## src/rtl/axis_debug_reply_arbiter.sv

```systemverilog
// Merges NUM_PORTS byte-wide debug reply streams onto one master stream.
// Round-robin frame-granular arbitration, with a forced abort byte when a granted frame stalls.
module axis_debug_reply_arbiter #(
  parameter int unsigned NUM_PORTS      = 4,
  parameter int unsigned TIMEOUT_CYCLES = 1024,
  parameter logic [7:0]  ABORT_BYTE     = 8'hFF
) (
  input  logic                   i_clk,
  input  logic                   i_rst_n,
  input  logic [NUM_PORTS-1:0]   i_s_axis_tvalid,
  output logic [NUM_PORTS-1:0]   o_s_axis_tready,
  input  logic [8*NUM_PORTS-1:0] i_s_axis_tdata,
  input  logic [NUM_PORTS-1:0]   i_s_axis_tlast,
  output logic                   o_m_axis_tvalid,
  input  logic                   i_m_axis_tready,
  output logic [7:0]             o_m_axis_tdata,
  output logic                   o_m_axis_tlast,
  output logic [NUM_PORTS-1:0]   o_grant,
  output logic [7:0]             o_timeout_count
);

  localparam int unsigned IDX_W = (NUM_PORTS > 1) ? $clog2(NUM_PORTS) : 1;
  localparam int unsigned CNT_W = $clog2(TIMEOUT_CYCLES);

  typedef enum logic [1:0] {S_IDLE, S_GRANT, S_FLUSH} state_t;

  state_t             state, state_nxt;
  logic [IDX_W-1:0]   grant_idx, grant_nxt;
  logic [IDX_W-1:0]   rr_ptr, rr_nxt;
  logic [CNT_W-1:0]   idle_cnt, idle_nxt;
  logic [7:0]         tmo_nxt;
  logic [IDX_W-1:0]   pick, cand, after_grant;
  logic               found;
  logic               gnt_valid;
  logic [7:0]         port_data [NUM_PORTS];

  for (genvar k = 0; k < NUM_PORTS; k++) begin : g_unpack
    assign port_data[k] = i_s_axis_tdata[8*k +: 8];
  end

  // Owner is a pure function of registered state, so it drops to zero the instant reset asserts.
  assign o_grant     = (state == S_IDLE) ? '0 : (NUM_PORTS'(1) << grant_idx);
  assign gnt_valid   = i_s_axis_tvalid[grant_idx];
  assign after_grant = (grant_idx == IDX_W'(NUM_PORTS - 1)) ? '0 : grant_idx + 1'b1;

  // First requester at or above rr_ptr, wrapping around.
  always_comb begin
    // NOTE: every variable gets a default before any branch, otherwise synthesis infers a latch.
    found = 1'b0;
    pick  = rr_ptr;
    cand  = '0;
    for (int unsigned i = 0; i < NUM_PORTS; i++) begin
      cand = IDX_W'((rr_ptr + i) % NUM_PORTS);
      if (!found && i_s_axis_tvalid[cand]) begin
        found = 1'b1;
        pick  = cand;
      end
    end
  end

  always_comb begin
    state_nxt       = state;
    grant_nxt       = grant_idx;
    rr_nxt          = rr_ptr;
    idle_nxt        = idle_cnt;
    tmo_nxt         = o_timeout_count;
    o_m_axis_tvalid = 1'b0;
    o_m_axis_tdata  = '0;
    o_m_axis_tlast  = 1'b0;
    o_s_axis_tready = '0;

    unique case (state)
      S_IDLE: begin
        if (found) begin
          grant_nxt = pick;
          idle_nxt  = '0;
          state_nxt = S_GRANT;
        end
      end

      S_GRANT: begin
        o_m_axis_tvalid = gnt_valid;
        o_m_axis_tdata  = port_data[grant_idx];
        o_m_axis_tlast  = i_s_axis_tlast[grant_idx];
        o_s_axis_tready = o_grant & {NUM_PORTS{i_m_axis_tready}};
        // A byte held under backpressure is not idleness; only an empty granted port ages.
        if (gnt_valid) begin
          idle_nxt = '0;
          if (i_m_axis_tready && i_s_axis_tlast[grant_idx]) begin
            state_nxt = S_IDLE;
            rr_nxt    = after_grant;
          end
        end else if (idle_cnt == CNT_W'(TIMEOUT_CYCLES - 1)) begin
          state_nxt = S_FLUSH;
        end else begin
          idle_nxt = idle_cnt + 1'b1;
        end
      end

      S_FLUSH: begin
        o_m_axis_tvalid = 1'b1;
        o_m_axis_tdata  = ABORT_BYTE;
        o_m_axis_tlast  = 1'b1;
        if (i_m_axis_tready) begin
          state_nxt = S_IDLE;
          rr_nxt    = after_grant;
          tmo_nxt   = (o_timeout_count == 8'hFF) ? o_timeout_count : o_timeout_count + 8'd1;
        end
      end

      default: state_nxt = S_IDLE;
    endcase
  end

  always_ff @(posedge i_clk or negedge i_rst_n) begin
    // NOTE: sequential state uses non-blocking assignments so every register samples pre-edge values.
    if (!i_rst_n) begin
      state           <= S_IDLE;
      grant_idx       <= '0;
      rr_ptr          <= '0;
      idle_cnt        <= '0;
      o_timeout_count <= '0;
    end else begin
      state           <= state_nxt;
      grant_idx       <= grant_nxt;
      rr_ptr          <= rr_nxt;
      idle_cnt        <= idle_nxt;
      o_timeout_count <= tmo_nxt;
    end
  end

endmodule

```

## config.mk

```make
export PLATFORM = sky130hd
export DESIGN_NAME = axis_debug_reply_arbiter
export DESIGN_NICKNAME = d
export VERILOG_FILES = /design/src/rtl/axis_debug_reply_arbiter.sv
export SDC_FILE = /design/constraint.sdc
export NUM_CORES = 1
export LEC_CHECK = 0
export ABC_CLOCK_PERIOD_IN_PS = 1900
export BUFFER_PORTS_ARGS = -buffer_cell sky130_fd_sc_hd__buf_4
export CAP_MARGIN = 20
export CORE_MARGIN = 4
export CORE_UTILIZATION = 44
export DETAILED_ROUTE_END_ITERATION = 6
export GPL_ROUTABILITY_DRIVEN = 0
export HOLD_SLACK_MARGIN = 0.03
export PLACE_DENSITY = 0.75
export SLEW_MARGIN = 10
export SYNTH_ARGS = -nofsm -noshare
export SYNTH_HDL_FRONTEND = slang
export SYNTH_SLANG_ARGS = --single-unit
```

## constraint.sdc

```tcl
create_clock -name i_clk -period 1.9 [get_ports i_clk]
set_input_delay 0.19 -clock i_clk [delete_from_list [all_inputs] [get_ports i_clk]]
set_output_delay 0.19 -clock i_clk [all_outputs]
set_load 0.03 [all_outputs]
```

After elaboration in Yosys (flattened, before gate mapping)
Index checks and enable logic that the tools add are counted.

Memory bits (read-only): 0. Input port bits: 43. Bits in registers: 24. Memory bits (writable): 0. Memories: 0. Word-level logic and storage cells: 90. Latch bits: 0. Output and inout port bits: 26.

Muxes and demuxes: 42. Eq/ne operators: 12. Div/mod/pow operators: 0. Shift-type cells: 1. Add/subtract/negate cells: 6. Bitwise gates (word level): 3. Multipliers: 0. Order comparisons: 6. Reductions and logical operators: 15.

Operators by type and width (number): $mux W10 (3); $mux W2 (12); $pmux W10 S2 (1); $bmux W8 S2 (1); $mux W8 (2); $pmux W8 S2 (1); $lt A2 B3 Y1 const B (5); $bmux W1 S2 (6); $add A10 B1 Y10 const B (1); $eq A10 B10 Y1 const B (1); $mux W1 (10); $ne A3 B3 Y1 const B (3); $add A8 B1 Y8 const B (1); $eq A8 B8 Y1 const B (1); $mux W4 (2); $ne A2 B2 Y1 const B (4); $reduce_and A4 Y1 (2); $pmux W2 S3 (1); $reduce_and A3 Y1 (2); $add A2 B1 Y2 const B (2); $add A2 B2 Y2 const B (2); $and A4 B4 Y4 (1); $eq A2 B2 Y1 const B (2); $logic_and A1 B1 Y1 (4); other kinds (11) (15).

Longest topological paths before layout
Gate-level depths: netlist of the first run.

Depth in word-level cells: 14. Gate-level depth with buffers: 7. Depth with buffers taken out: 6.

Least setup slack after synthesis of the first run
No wires, ideal clock.

Kind: reg-to-output. Start point: register grant_idx[0]. End point: output o_s_axis_tready[2]. Arrival time: 1787 ps. Cell stages (with the launch flop): 6. Slack: -77 ps. Path through: dfrtp_1 > buf_2 > inv_1 > ha_1 > nor2b_1 > and3_1.

Word-level cells in the longest chain between the ends: 4.

RTL lines: from (decl) (line 28) `logic [IDX_W-1:0] grant_idx, grant_nxt;`; from (signal assigned) (line 125) `grant_idx <= grant_nxt;`; $shl A1 B2 Y4 (line 42) `assign o_grant = (state == S_IDLE) ? '0 : (NUM_PORTS'(1) << grant_idx);`; $mux W4 (line 42); via o_grant[2] (line 18) `output logic [NUM_PORTS-1:0] o_grant,`; $and A4 B4 Y4 (line 85) `o_s_axis_tready = o_grant & {NUM_PORTS{i_m_axis_tready}};`; $mux W4 (line 72) `unique case (state)`; to (decl) (line 11) `output logic [NUM_PORTS-1:0] o_s_axis_tready,`.

The timed path passes the listed nets, and every way through them passes these cells.

Final worst setup path of the first run
Start point: register grant_idx[0]. End point: register state[0].

Word-level cells in the longest chain between the ends: 5. Elaborated cells between the ends (all ways): 10.

RTL lines: $bmux W1 S2 (line 89) `if (i_m_axis_tready && i_s_axis_tlast[grant_idx]) begin`; $mux W1 (not written as such) (line 89); $logic_and A1 B1 Y1 (line 89); $ne A3 B3 Y1 (no line); $reduce_and A4 Y1 (no line); to (signal assigned) (line 124) `state <= state_nxt;`; to (decl) (line 27) `state_t state, state_nxt;`.

Parallel ways exist; a longest one is shown, timed or not. The select of a mux whose other input is x is not followed. A chain may end at the register's enable or synchronous reset.

==> results of run 1 <==
metrics by stage:
step	total power [mW]	hold slack, ns	instances	util
floorplan	1.868	-0.1056	194	-
global placement	2.423	0.1084	321	0.6181
detailed placement	2.454	0.1142	321	0.6181
CTS	2.995	0.2622	327	0.6456
global route	3.303	0.2917	327	0.6619
finish	3.108	0.2647	327	0.6619
cell usage after synthesis, types with 2 or more instances:
cell type,instances
nor2_1,28
dfrtp_1,24
a21oi_1,13
inv_1,13
ha_1,9
mux4_2,9
nand2_1,9
and3_1,7
nor2b_1,7
nand3_1,6
o21ai_0,6
nor3_1,5
xor2_1,5
a21o_1,4
a22o_1,4
mux2_2,4
nand2b_1,4
o22ai_1,4
clkbuf_1,3
nand4_1,3
mux2i_1,2
o2111ai_1,2
o211ai_1,2
o21ai_1,2
xnor2_1,2
flip-flops by register name, summed over array words and instances, names as in the netlist:
register and cells:
grant_idx 2, idle_cnt 10, o_timeout_count 8, rr_ptr 2, state 2
kinds of logic (layout without fill, tap and decap cells):
kind of cell / Yosys count / count (layout) / share of synthesized area
AO/OA/AOI/OAI: 46 / 46 / 0.1717
XOR/XNOR: 7 / 7 / 0.03393
adder cells (fa/ha/maj): 9 / 9 / 0.06233
buffers and inverters: 18 / 101 / 0.03809
flip-flops: 24 / 24 / 0.3324
multiplexers: 16 / 16 / 0.1627
AND/OR/NAND/NOR: 74 / 74 / 0.1988
worst min-delay path, cell delays in order:
cell	delay [ns]
buf_4	0.13
a21oi_1	0.11
o31ai_1	0.08
cell usage in the layout (no fill, tap or decap), types with 3 or more instances in the layout:
cell / count
o21ai_0: 6
nand3_1: 6
and3_1: 6
a21oi_1: 11
a22o_1: 4
clkbuf_8: 3
dfrtp_1: 23
nand2b_1: 4
xor2_1: 5
inv_1: 13
buf_4: 81
nor2_1: 23
ha_2: 3
mux4_2: 10
nor2b_2: 4
ha_1: 6
nor2b_1: 3
nand2_1: 9
nand4_1: 3
a21o_1: 4
nor2_2: 5
nor3_1: 5
o22ai_1: 4
final timing paths:
kind | from | endpoint | slack, ns | cells after the start
min in group asynchronous | i_rst_n | idle_cnt[5]$_DFFE_PN0P_ | 0.35 | 2
worst min register to register | o_timeout_count[7]$_DFFE_PN0P_ | o_timeout_count[7]$_DFFE_PN0P_ | 0.50 | 1
worst max-delay path | grant_idx[0]$_DFFE_PN0P_ | state[0]$_DFFE_PN0P_ | -0.04 | 4
max in group asynchronous | i_rst_n | grant_idx[0]$_DFFE_PN0P_ | 1.28 | 2
worst min-delay path | i_s_axis_tvalid[3] | grant_idx[0]$_DFFE_PN0P_ | 0.26 | 3
worst max register to register | grant_idx[0]$_DFFE_PN0P_ | state[0]$_DFFE_PN0P_ | -0.04 | 4
power by group through the flow:
stage	clock network, mW	registers [mW]	logic, mW
detailed placement	0	0.679	1.78
global placement	0	0.669	1.75
global route	0.481	0.692	2.13
CTS	0.466	0.673	1.86
floorplan	0	0.667	1.20
finish	0.459	0.678	1.97
timing repair:
action / in CTS / in global routing
pin swaps: 2 / 3
resized for setup: 8 / 17
setup buffers: 1 / 0
endpoints found under the hold margin: 24 / 0
hold buffers: 1 / 0
gates cloned: 0 / 0
setup endpoints to repair: 16 / 21
layout make-up:
cell class                 count  area share
clock inverter                 1     0.01134
inverter                      13     0.01843
sequential                    24      0.2273
multi-input combinational    152      0.4584
timing repair buffer          84      0.2453
clock buffer                   3     0.01560
tap                           50     0.02363
routing by layer:
layer  GRT usage  vias up  wire [µm]
li1            -      879          -
met1      0.2798      894       2230
met2      0.3468       34       2711
met3     0.02355        6        166
met4     0.04593        0         48
met5           0        -          0
==> reports/results.tsv, run 1 <==
stage	metric	value	unit
run_status	outcome	finished, violations left	
run_status	violations	negative setup slack	
final_layout	final-seq-area	601.8	µm²
clocking	cts_tree	yes	
drt	firstDrtPassIters	5	
worst_setup_path	crit_family	multiplexers	
final_layout	final_area	0.002648	mm²
final_layout	area_growth_syn_to_layout	46.54	%
flow_run	max_cap_viol_count	0	
timing	finalMaxSlewViolations	0	
floorplanning	coreArea	0.004000	mm²
power	switching_power	1.317	mW
power	power_frac_comb	0.634	
timing	fin_crit	1.936	ns
timing	grt_setup_unrepaired	yes	
worst_setup_path	arrival	2.13	ns
power	p_int	1.792	mW
floorplanning	dieArea	0.005196	mm²
floorplanning	fp-row-count	23	
timing	setup_violations	3	
floorplanning	io_pins	69	
timing	period_share	1.019	
placement	io_buffers	68	
drt	drt-vias-per-instance	5.544	
drt	drc	0	
final_layout	fillers	326	
worst_setup_path	critPathLaunchType	flip-flop	
clocking	cts.sinks	24	
clocking	cts_buffers	3	
power	p_sw_frac	0.4236	
global_route	grt_pass1_vias	1758	
worst_setup_path	cp_slowest_stage_delay	0.62	ns
timing	fmax	516.4	MHz
synth	netlist_area	0.001807	mm²
floorplanning	die_y	72.08	µm
min_path	holdCritPathClass	primary input to flip-flop	
worst_setup_path	crit_buf_inv	0	
timing	setup_slack	-0.03637	ns
drt	vias	1813	
final_layout	drive_gt1_frac	0.4404	
synth	async_reset_ff_frac	1.000	
synth	syn-instance-count	194	
clocking	clk-insertion-delay-late	0.27	ns
clocking	root_buffer	clkbuf_8	
floorplanning	start_util	0.4517	
synth	yosys.area.top_type	dfrtp_1	
placement	postPlaceCellArea	0.002472	mm²
timing	hold_viol	0	
synth	synth-seq-cells	24	
timing	fin_tns_setup	-0.04665	ns
synth	synth_cell_types	42	
worst_setup_path	cp.required	2.10	ns
global_route	overflow	0	
synth	yosys_warnings	0	
clocking	clk_path_buf_depth	2	
worst_setup_path	cp_slowest_cell	mux4_2	
placement	dp_hpwl	3999	µm
synth	syn_nets	246	
global_route	antenna_found_initial	0	
worst_setup_path	crit_path_end_kind	flip-flop	
worst_setup_path	path_cells	mux4_2 > a221o_1 > a22oi_2 > mux2i_1	
final_layout	multiInputGateArea	0.001214	mm²
power	clkPwrFrac	0.148	
clocking	clk_pin_slew_worst_paths	0.09	ns
worst_setup_path	cp_max_fo	6	
final_layout	diodes	0	
power	ir_drop	0.0008383	V
global_route	grt_max_degree	25	
placement	place_ws	-0.02027	ns
drt	drt_wl_total	5155	µm
drt	dr.first_iter.drc_count	60	
synth	synth_edf_count	0	
timing	skew	0.001727	ns
synth	ys_top_cells_by_area	dfrtp_1, mux4_2, ha_1	
global_route	grtUsageTotal	0.2043	
power	cellPowerDensity	1174	mW/mm²
drt	drt-wirelength-per-cell	15.76	µm
worst_setup_path	path_class	flip-flop to flip-flop	
global_route	grt_pass1_wl	8459	µm
timing	worst_slew_pin_slew	0.3836	ns
power	p_leak	1.269	nW
timing	slew_headroom	0.7432	
floorplanning	die_w	72.08	µm
drt	antenna_left	0	
synth	ys_seq_area_frac	0.3324	
final_layout	layout.nets	330	
synth	avgSynthCellArea	9.313	µm²
power	pwr-share-seq	0.218	
clocking	htree_levels	1	
synth	synth_top_cell_area_share	0.3324	
synth	ys.flop_type	dfrtp_1	
(Power assumes the default switching activity.)
==> run 2, diff against run 1 <==
Settings changed: CORE_UTILIZATION 44 to 36, PLACE_DENSITY 0.75 to 0.63.
==> run 2 against run 1 <==
  * The flow still finishes with violations (negative setup slack)
  * Setup slack worse by 0.012 ns
  * Global-route usage is 3.2 points lower
  * Clock-buffer cell count stayed put
  * Utilization is 11 points lower
  * Final area is 0.19% higher
  * Wire length is 0.58% lower
  * Worst hold slack better by 0.016 ns
  * Fmax is 0.60% lower
  * Clock power is 36% lower
  * Via count is 1.1% lower
==> reports/results.tsv, run 2 (synthesis results as in run 1) <==
stage	metric	value	unit	change
worst_setup_path	cp.required	1.71	ns	was 2.10 ns
drt	vias	1793		was 1813
final_layout	final_cell_mix	buf_4, nor2_1, dfrtp_1, inv_1, a21oi_1		unchanged
placement	io_buffers	68		unchanged
timing	timing.hold.ws	0.2810	ns	was 0.2647 ns
power	power_frac_comb	0.670		was 0.634
final_layout	final_common_cell	buf_4		unchanged
drt	antenna_left	0		unchanged
global_route	overflow	0		unchanged
final_layout	drive_gt1_frac	0.4317		was 0.4404
floorplanning	start_util	0.3775		was 0.4517
floorplanning	die_y	78.84	µm	was 72.08 µm
clocking	clk_pin_slew_worst_paths	0.08	ns	was 0.09 ns
run_status	violations	negative setup slack		unchanged
final_layout	diodes	0		unchanged
global_route	grt_pass1_wl	8652	µm	was 8459 µm
global_route	top_usage_layer	met2		unchanged
drt	drt-wirelength-per-cell	14.86	µm	was 15.76 µm
final_layout	layout.nets	332		was 330
clocking	clk_path_buf_depth	2		unchanged
worst_setup_path	cp_slowest_stage_delay	0.56	ns	was 0.62 ns
timing	fin_crit	1.948	ns	was 1.936 ns
power	p_sw_frac	0.4303		was 0.4236
worst_setup_path	path_class	flip-flop to output port		was flip-flop to flip-flop
floorplanning	fp-row-count	25		was 23
clocking	clk-insertion-delay-late	0.26	ns	was 0.27 ns
timing	finalMaxSlewViolations	0		unchanged
floorplanning	die_w	78.84	µm	was 72.08 µm
global_route	antenna_found_initial	0		unchanged
power	p_int	1.683	mW	was 1.792 mW
drt	drt_wl_total	5125	µm	was 5155 µm
global_route	grtUsageTotal	0.1723		was 0.2043
timing	period_share	1.025		was 1.019
worst_setup_path	crit_family	multiplexers		unchanged
timing	setup_violations	1		was 3
floorplanning	io_pins	69		unchanged
timing	fmax	513.3	MHz	was 516.4 MHz
worst_setup_path	crit_buf_inv	2		was 0
clocking	cts_tree	yes		unchanged
clocking	htree_levels	1		unchanged
clocking	cts.sinks	24		unchanged
power	cellPowerDensity	1114	mW/mm²	was 1174 mW/mm²
run_status	outcome	finished, violations left		unchanged
timing	fin_tns_setup	-0.04800	ns	was -0.04665 ns
drt	firstDrtPassIters	4		was 5
drt	drc	0		unchanged
worst_setup_path	cp_slowest_cell	mux4_2		unchanged
global_route	gr-usage-met1	0.2205		was 0.2798
drt	dr.first_iter.drc_count	86		was 60
floorplanning	dieArea	0.006216	mm²	was 0.005196 mm²
worst_setup_path	arrival	1.76	ns	was 2.13 ns
global_route	use_met2	0.3056		was 0.3468
worst_setup_path	critPathLaunchType	flip-flop		unchanged
final_layout	area_growth_syn_to_layout	46.81	%	was 46.54%
global_route	grt_pass1_vias	1795		was 1758
final_layout	fillers	446		was 326
worst_setup_path	cp_max_fo	4		was 6
timing	grt_setup_unrepaired	yes		unchanged
worst_setup_path	path_cells	mux4_2 > buf_6 > a21oi_2 > nor2b_1 > buf_4		was mux4_2 > a221o_1 > a22oi_2 > mux2i_1
final_layout	largest_reg_flops	10		unchanged
power	p_leak	1.264	nW	was 1.269 nW
min_path	holdCritPathClass	primary input to flip-flop		unchanged
drt	drt-vias-per-instance	5.197		was 5.544
global_route	grt_max_degree	25		unchanged
worst_setup_path	crit_path_end_kind	output port		was flip-flop
floorplanning	coreArea	0.004786	mm²	was 0.004000 mm²
timing	setup_slack	-0.04800	ns	was -0.03637 ns
power	clkPwrFrac	0.099		was 0.148
timing	hold_viol	0		unchanged
final_layout	top_register	idle_cnt		unchanged
placement	dp_hpwl	4022	µm	was 3999 µm
clocking	root_buffer	clkbuf_8		unchanged
timing	skew	0.004732	ns	was 0.001727 ns
clocking	cts_buffers	3		unchanged
global_route	use_met3	0.02608		was 0.02355
power	ir_drop	0.0006125	V	was 0.0008383 V
final_layout	reg_top3	idle_cnt (10), o_timeout_count (8)		unchanged
power	pwr-share-seq	0.230		was 0.218
timing	slew_headroom	0.7442		was 0.7432
power	switching_power	1.271	mW	was 1.317 mW
timing	worst_slew_pin_slew	0.3836	ns	about the same
flow_run	max_cap_viol_count	0		unchanged
## run 2: changes by cell type in the layout (fill, tap and decap cells not counted), sizes merged
cell and delta:
bufinv -1, buf +1, clkbuf +1
## run 2: worst min-delay path, delay by kind of cell
family / cells / cell delay [ns]
buf+inv: 1 / 0.13
compound gates: 2 / 0.19
## run 2: per-stage QoR
stage | power, mW | std cells | cell area (µm²) | worst slack [ns] | util
6_report | 2.954 | 345 | 2653 | -0.04800 | 0.5542
2_1_floorplan | 1.868 | 194 | 1814 | -0.02959 | -
5_1_grt | 3.180 | 345 | 2653 | -0.1208 | 0.5542
4_1_cts | 2.937 | 345 | 2618 | -0.05875 | 0.5469
3_3_place_gp | 2.464 | 339 | 2501 | 0.1233 | 0.5226
3_5_place_dp | 2.490 | 339 | 2501 | 0.06015 | 0.5226
## run 2: final timing paths
kind	slack, ns	cells past startpoint	startpoint	endpoint
worst max-delay path	-0.05	5	grant_idx[0]$_DFFE_PN0P_	o_m_axis_tvalid
worst min-delay path	0.28	3	i_s_axis_tvalid[3]	grant_idx[0]$_DFFE_PN0P_
worst max register to register	0.01	4	grant_idx[0]$_DFFE_PN0P_	state[0]$_DFFE_PN0P_
worst min register to register	0.51	1	o_timeout_count[6]$_DFFE_PN0P_	o_timeout_count[6]$_DFFE_PN0P_
max in group asynchronous	1.28	2	i_rst_n	grant_idx[0]$_DFFE_PN0P_
min in group asynchronous	0.36	2	i_rst_n	idle_cnt[6]$_DFFE_PN0P_
## run 2: what timing repair did
| action | in CTS | in global routing |
|---|---|---|
| endpoints found under the setup margin | 12 | 21 |
| hold buffers | 1 | 0 |
| hold endpoints to repair | 24 | 0 |
| buffers inserted | 1 | 0 |
| gates cloned | 1 | 0 |
| pin swaps | 1 | 1 |
| gates resized for setup | 12 | 13 |
## run 2: cell type report
class,instances,area (µm²),share of cell area
timing repair buffer,86,691.9,0.2608
tap,67,83.83,0.03160
clock buffer,3,41.29,0.01557
inverter,13,48.80,0.01840
multi-input combinational,152,1185,0.4467
sequential,24,601.8,0.2269
## run 2: power groups by stage
stage / sequential (mW) / combinational (mW) / clock, mW
6_report: 0.681 / 1.98 / 0.293
5_1_grt: 0.696 / 2.16 / 0.328
4_1_cts: 0.682 / 1.95 / 0.305
3_5_place_dp: 0.673 / 1.82 / 0
3_3_place_gp: 0.670 / 1.79 / 0
2_1_floorplan: 0.667 / 1.20 / 0
## run 2: per-layer routing
layer | wire length (µm) | up-vias
met2 | 2713 | 34
met4 | 91 | 0
met3 | 132 | 8
li1 | - | 887
met1 | 2188 | 864
met5 | 0 | -
